### config.mk
export PLATFORM = sky130hd
export DESIGN_NAME = sar_search
export DESIGN_NICKNAME = d
export VERILOG_FILES = /design/src/rtl/alu_pkg.sv /design/src/rtl/sar_search.sv
export SDC_FILE = /design/constraint.sdc
export NUM_CORES = 1
export LEC_CHECK = 0
export ABC_AREA = 1
export CORE_UTILIZATION = 55
export CTS_CLUSTER_DIAMETER = 150
export DETAILED_ROUTE_END_ITERATION = 8
export PLACE_DENSITY = 0.84
export SYNTH_ARGS = -nofsm -noshare
export SYNTH_HDL_FRONTEND = slang
export SYNTH_SLANG_ARGS = --single-unit
### constraint.sdc
create_clock -name clk -period 4.75 [get_ports clk]
set_input_delay 0.95 -clock clk [delete_from_list [all_inputs] [get_ports clk]]
set_output_delay 0.95 -clock clk [all_outputs]
set_load 0.005 [all_outputs]
### src/rtl/alu_pkg.sv
// rtl/alu_pkg.sv - shared ALU-harness types and sizing helpers
package alu_pkg;

    typedef enum logic [1:0] {
        S_IDLE,
        S_PROBE,
        S_DONE
    } sar_state_t;

    localparam int SAR_N_DEFAULT = 32;

    function automatic int sar_idx_w(input int n);
        return (n <= 2) ? 1 : $clog2(n);
    endfunction

    localparam int SAR_IDX_W_DEFAULT = sar_idx_w(SAR_N_DEFAULT);

endpackage

### src/rtl/sar_search.sv
// rtl/sar_search.sv - successive-approximation search driving a signed less-than compare
import alu_pkg::*;

module sar_search #(
    parameter int N = 32
) (
    input  logic         clk,
    input  logic         rst_n,
    input  logic         start,
    input  logic         abort,
    output logic         busy,
    output logic [N-1:0] probe,
    output logic         probe_req,
    input  logic         cmp_ack,
    input  logic         cmp_lt,
    output logic [N-1:0] result,
    output logic         done
);

    localparam int IW = sar_idx_w(N);
    localparam logic [IW-1:0] IDX_TOP = IW'(N - 1);

    sar_state_t    state;
    logic [N-1:0]  code;
    logic [IW-1:0] bit_idx;
    logic [N-1:0]  result_q;
    logic [N-1:0]  code_clr;
    logic [N-1:0]  code_nxt;

    // code_clr resolves the current bit; code_nxt additionally arms the next trial bit.
    always_comb begin
        code_clr = code;
        if (cmp_lt) begin
            code_clr[bit_idx] = 1'b0;
        end
        code_nxt = code_clr;
        if (bit_idx != '0) begin
            code_nxt[bit_idx - 1'b1] = 1'b1;
        end
    end

    always_ff @(posedge clk or negedge rst_n) begin
        if (!rst_n) begin
            state    <= S_IDLE;
            code     <= '0;
            bit_idx  <= IDX_TOP;
            result_q <= '0;
        end else if (abort) begin
            state <= S_IDLE;
        end else begin
            case (state)
                S_IDLE: begin
                    if (start) begin
                        code    <= {1'b1, {(N-1){1'b0}}};
                        bit_idx <= IDX_TOP;
                        state   <= S_PROBE;
                    end
                end
                S_PROBE: begin
                    if (cmp_ack) begin
                        if (bit_idx == '0) begin
                            code     <= code_clr;
                            result_q <= {~code_clr[N-1], code_clr[N-2:0]};
                            state    <= S_DONE;
                        end else begin
                            code    <= code_nxt;
                            bit_idx <= bit_idx - 1'b1;
                        end
                    end
                end
                S_DONE: begin
                    state <= S_IDLE;
                end
                default: begin
                    state <= S_IDLE;
                end
            endcase
        end
    end

    always_comb begin
        probe     = {~code[N-1], code[N-2:0]};
        probe_req = (state == S_PROBE);
        busy      = (state != S_IDLE);
        done      = (state == S_DONE);
    end

    assign result = result_q;

endmodule
==> results.json <==
{
  "hp-start": "result[14]",
  "crit_required_ns": 4.99,
  "arrival_ns": 3.10,
  "crit_path_max_incr_delay_ns": 0.75,
  "cts_tree": "yes",
  "dp_hpwl_mm": 6.14,
  "crit_fanout": 15,
  "drive_above_1_share": 0.169,
  "syn-num-nets": 479,
  "grt_max_degree": 64,
  "slew_viol_final": 0,
  "pin_count": 73,
  "ys_ff_latch": 71,
  "ys_seq_area_frac": 0.456,
  "synth_warnings": 0,
  "path_cells": "inv_1 > ha_1 > inv_4 > nor2_8 > nor2_1 > inv_2 > nand4_1 > nand2_1 > nand2_1 > nand2_1",
  "num_vias": 3379,
  "clkTransAtPathRegs_ns": 0.07,
  "cp-startpoint": "bit_idx[0]",
  "crit_buf_inv": 3,
  "worstSetupPathType": "flop to flop",
  "power.total_uw": 1750,
  "crit_top_cell": "nand2_1",
  "fp.dieH_um": 86.3,
  "synthArstFlopShare": 1.00,
  "num_antenna_cells": 0,
  "r2r_end": "code[22]",
  "drt_iter0_drc": 312,
  "postCtsSetupBuffers": 0,
  "placed_cell_area_mm2": 0.00436,
  "synth_top_family_by_area": "simple AND/OR/NAND/NOR gates",
  "synth_cells": 469,
  "p_per_area_mw_per_mm2": 385,
  "cts_hold_buf": 0,
  "rsz0062_at_grt": "false",
  "finalSetupTns_ns": 0,
  "grt_pass1_vias": 3078,
  "synth_edf_count": 0,
  "rrSetupSlack_ns": 1.90,
  "min_path_cells": 2,
  "hp-class": "flop to flop",
  "synthAdderAreaFrac": 0.0128,
  "status": "finished clean",
  "ctsHtreeMaxLevel": 3,
  "end_kind": "flop",
  "hold_path_end": "result[14]",
  "area_growth_pct": 16.5,
  "dr.pass1.iters": 5,
  "die-area_mm2": 0.00744,
  "path_delay_family": "simple AND/OR/NAND/NOR gates",
  "power_leakage_uw": 0.00223,
  "antenna_found_initial": 0,
  "drcViolationCount": 0,
  "syn-cell-area_mm2": 0.00391,
  "wl_per_cell_um": 15.4,
  "cts_resized": 0,
  "syn_area_per_cell_um2": 8.33,
  "synth-simple-area-share": 0.272,
  "dp_slack_ns": 1.88,
  "initial_utilization": 0.572,
  "ys.flop_type": "dfrtp_1",
  "max_slew.worst_pin.slew_ns": 0.970,
  "fin_crit_sh": 0.601,
  "drt-vias-per-instance": 5.63,
  "crit_path_top_delay_cell": "nor2_1",
  "routabilityCongestion": 0.847,
  "hold_viol": 0,
  "grt_pass1_wl_mm": 14.8,
  "fin_util": 0.666,
  "worst_slack_ns": 1.90,
  "final_common_cell": "nand2_1",
  "totalWireLength_mm": 9.26,
  "cap_violations": 0,
  "start_kind": "flop",
  "overflow": 0,
  "synthMuxAreaShare": 0,
  "clock-sinks": 71,
  "maxSlewHeadroom": 0.352,
  "clock_latency_ns": 0.36,
  "period_needed_ns": 2.85,
  "portBuffers": 72,
  "setup_viol": 0,
  "synth_xor_area_frac": 0,
  "cts_root_buffer": "clkbuf_8",
  "die_w_um": 86.3,
  "layout_common_cells": "nand2_1, clkdlybuf4s50_1, dfrtp_1, o21ai_0, o21ai_2",
  "synth_compound_area_frac": 0.136,
  "grt.total_usage": 0.263,
  "yosysUniqueCellTypes": 28,
  "num_rows": 30,
  "finalNetCount": 509,
  "timing.rr.start": "bit_idx[0]",
  "reg2reg_depth": 10,
  "tritoncts.num_buffers": 9,
  "peakVddDrop_mv": 0.291,
  "finalClockSkew_ns": 0.00495,
  "clock.fmax_mhz": 351,
  "finalInstanceArea_mm2": 0.00455,
  "cts_buffer_depth": 2,
  "core_mm2": 0.00683,
  "ant_nets": 0
}
==> final cells by class <==
type | count | area, um^2
flip-flops and latches | 71 | 1780
well taps | 96 | 120
fillers | 579 | 2280
clock inverters | 4 | 45.0
clock buffers | 12 | 145
multi-input cells | 321 | 1640
repair buffers | 73 | 723
inverters | 23 | 91.3
==> worst max path at each step <==
stage / to / slack (ns) / cells after the start
2_1_floorplan: code[12] / 2.86 / 12
3_3_place_gp: code[31] / 1.96 / 7
3_5_place_dp: code[31] / 1.88 / 7
4_1_cts: code[22] / 1.98 / 10
5_1_grt: code[22] / 1.73 / 10
6_report: code[22] / 1.90 / 10
==> logic make-up (layout without fill, tap and decap cells) <==
logic type | after synthesis | in the layout
buffers and inverters | 77 | 112
AOI/OAI and AO/OA | 81 | 81
DFF | 71 | 71
adders and majority gates | 4 | 4
and+or+nand+nor | 236 | 236
==> where the power goes <==
part | internal (uW) | switching [uW]
Sequential | 660 | 57.0
Clock | 255 | 227
Combinational | 151 | 402
==> tightest hold or removal path: stages, from the launching register on <==
cell	delay, ns
dfrtp_1	0.35
nand2_1	0.06
o21ai_2	0.05
==> registers in the layout (all words and copies together) (netlist names) <==
signal	cells
code	32
result	32
state	2
bit_idx	5
==> per-stage QoR <==
stage | hold slack [ns] | cells
after global routing | 0.501 | 600
after floorplan | 0.465 | 469
final | 0.489 | 600
after global placement | 0.470 | 584
after CTS | 0.487 | 600
after detailed placement | 0.470 | 584
==> synthesized netlist by cell type (6+ instances only) <==
master | instances | area (um^2)
a21oi_1 | 7 | 35.0
buf_2 | 7 | 35.0
nand4_1 | 29 | 181
o21ai_2 | 32 | 280
inv_1 | 17 | 63.8
dfrtp_1 | 66 | 1650
nand2_2 | 21 | 131
o21ai_0 | 38 | 190
buf_6 | 6 | 67.6
nor2_1 | 17 | 63.8
nand2_1 | 160 | 601
buf_4 | 35 | 263
==> per-layer routing <==
metal | wire [um] | vias to the layer above | global-route usage
met5 | 0 | - | 0
met4 | 347 | 0 | 0.133
met3 | 747 | 37 | 0.0610
met2 | 4480 | 194 | 0.416
met1 | 3680 | 1590 | 0.339
li1 | - | 1558 | -
(Power assumes the default switching activity.)
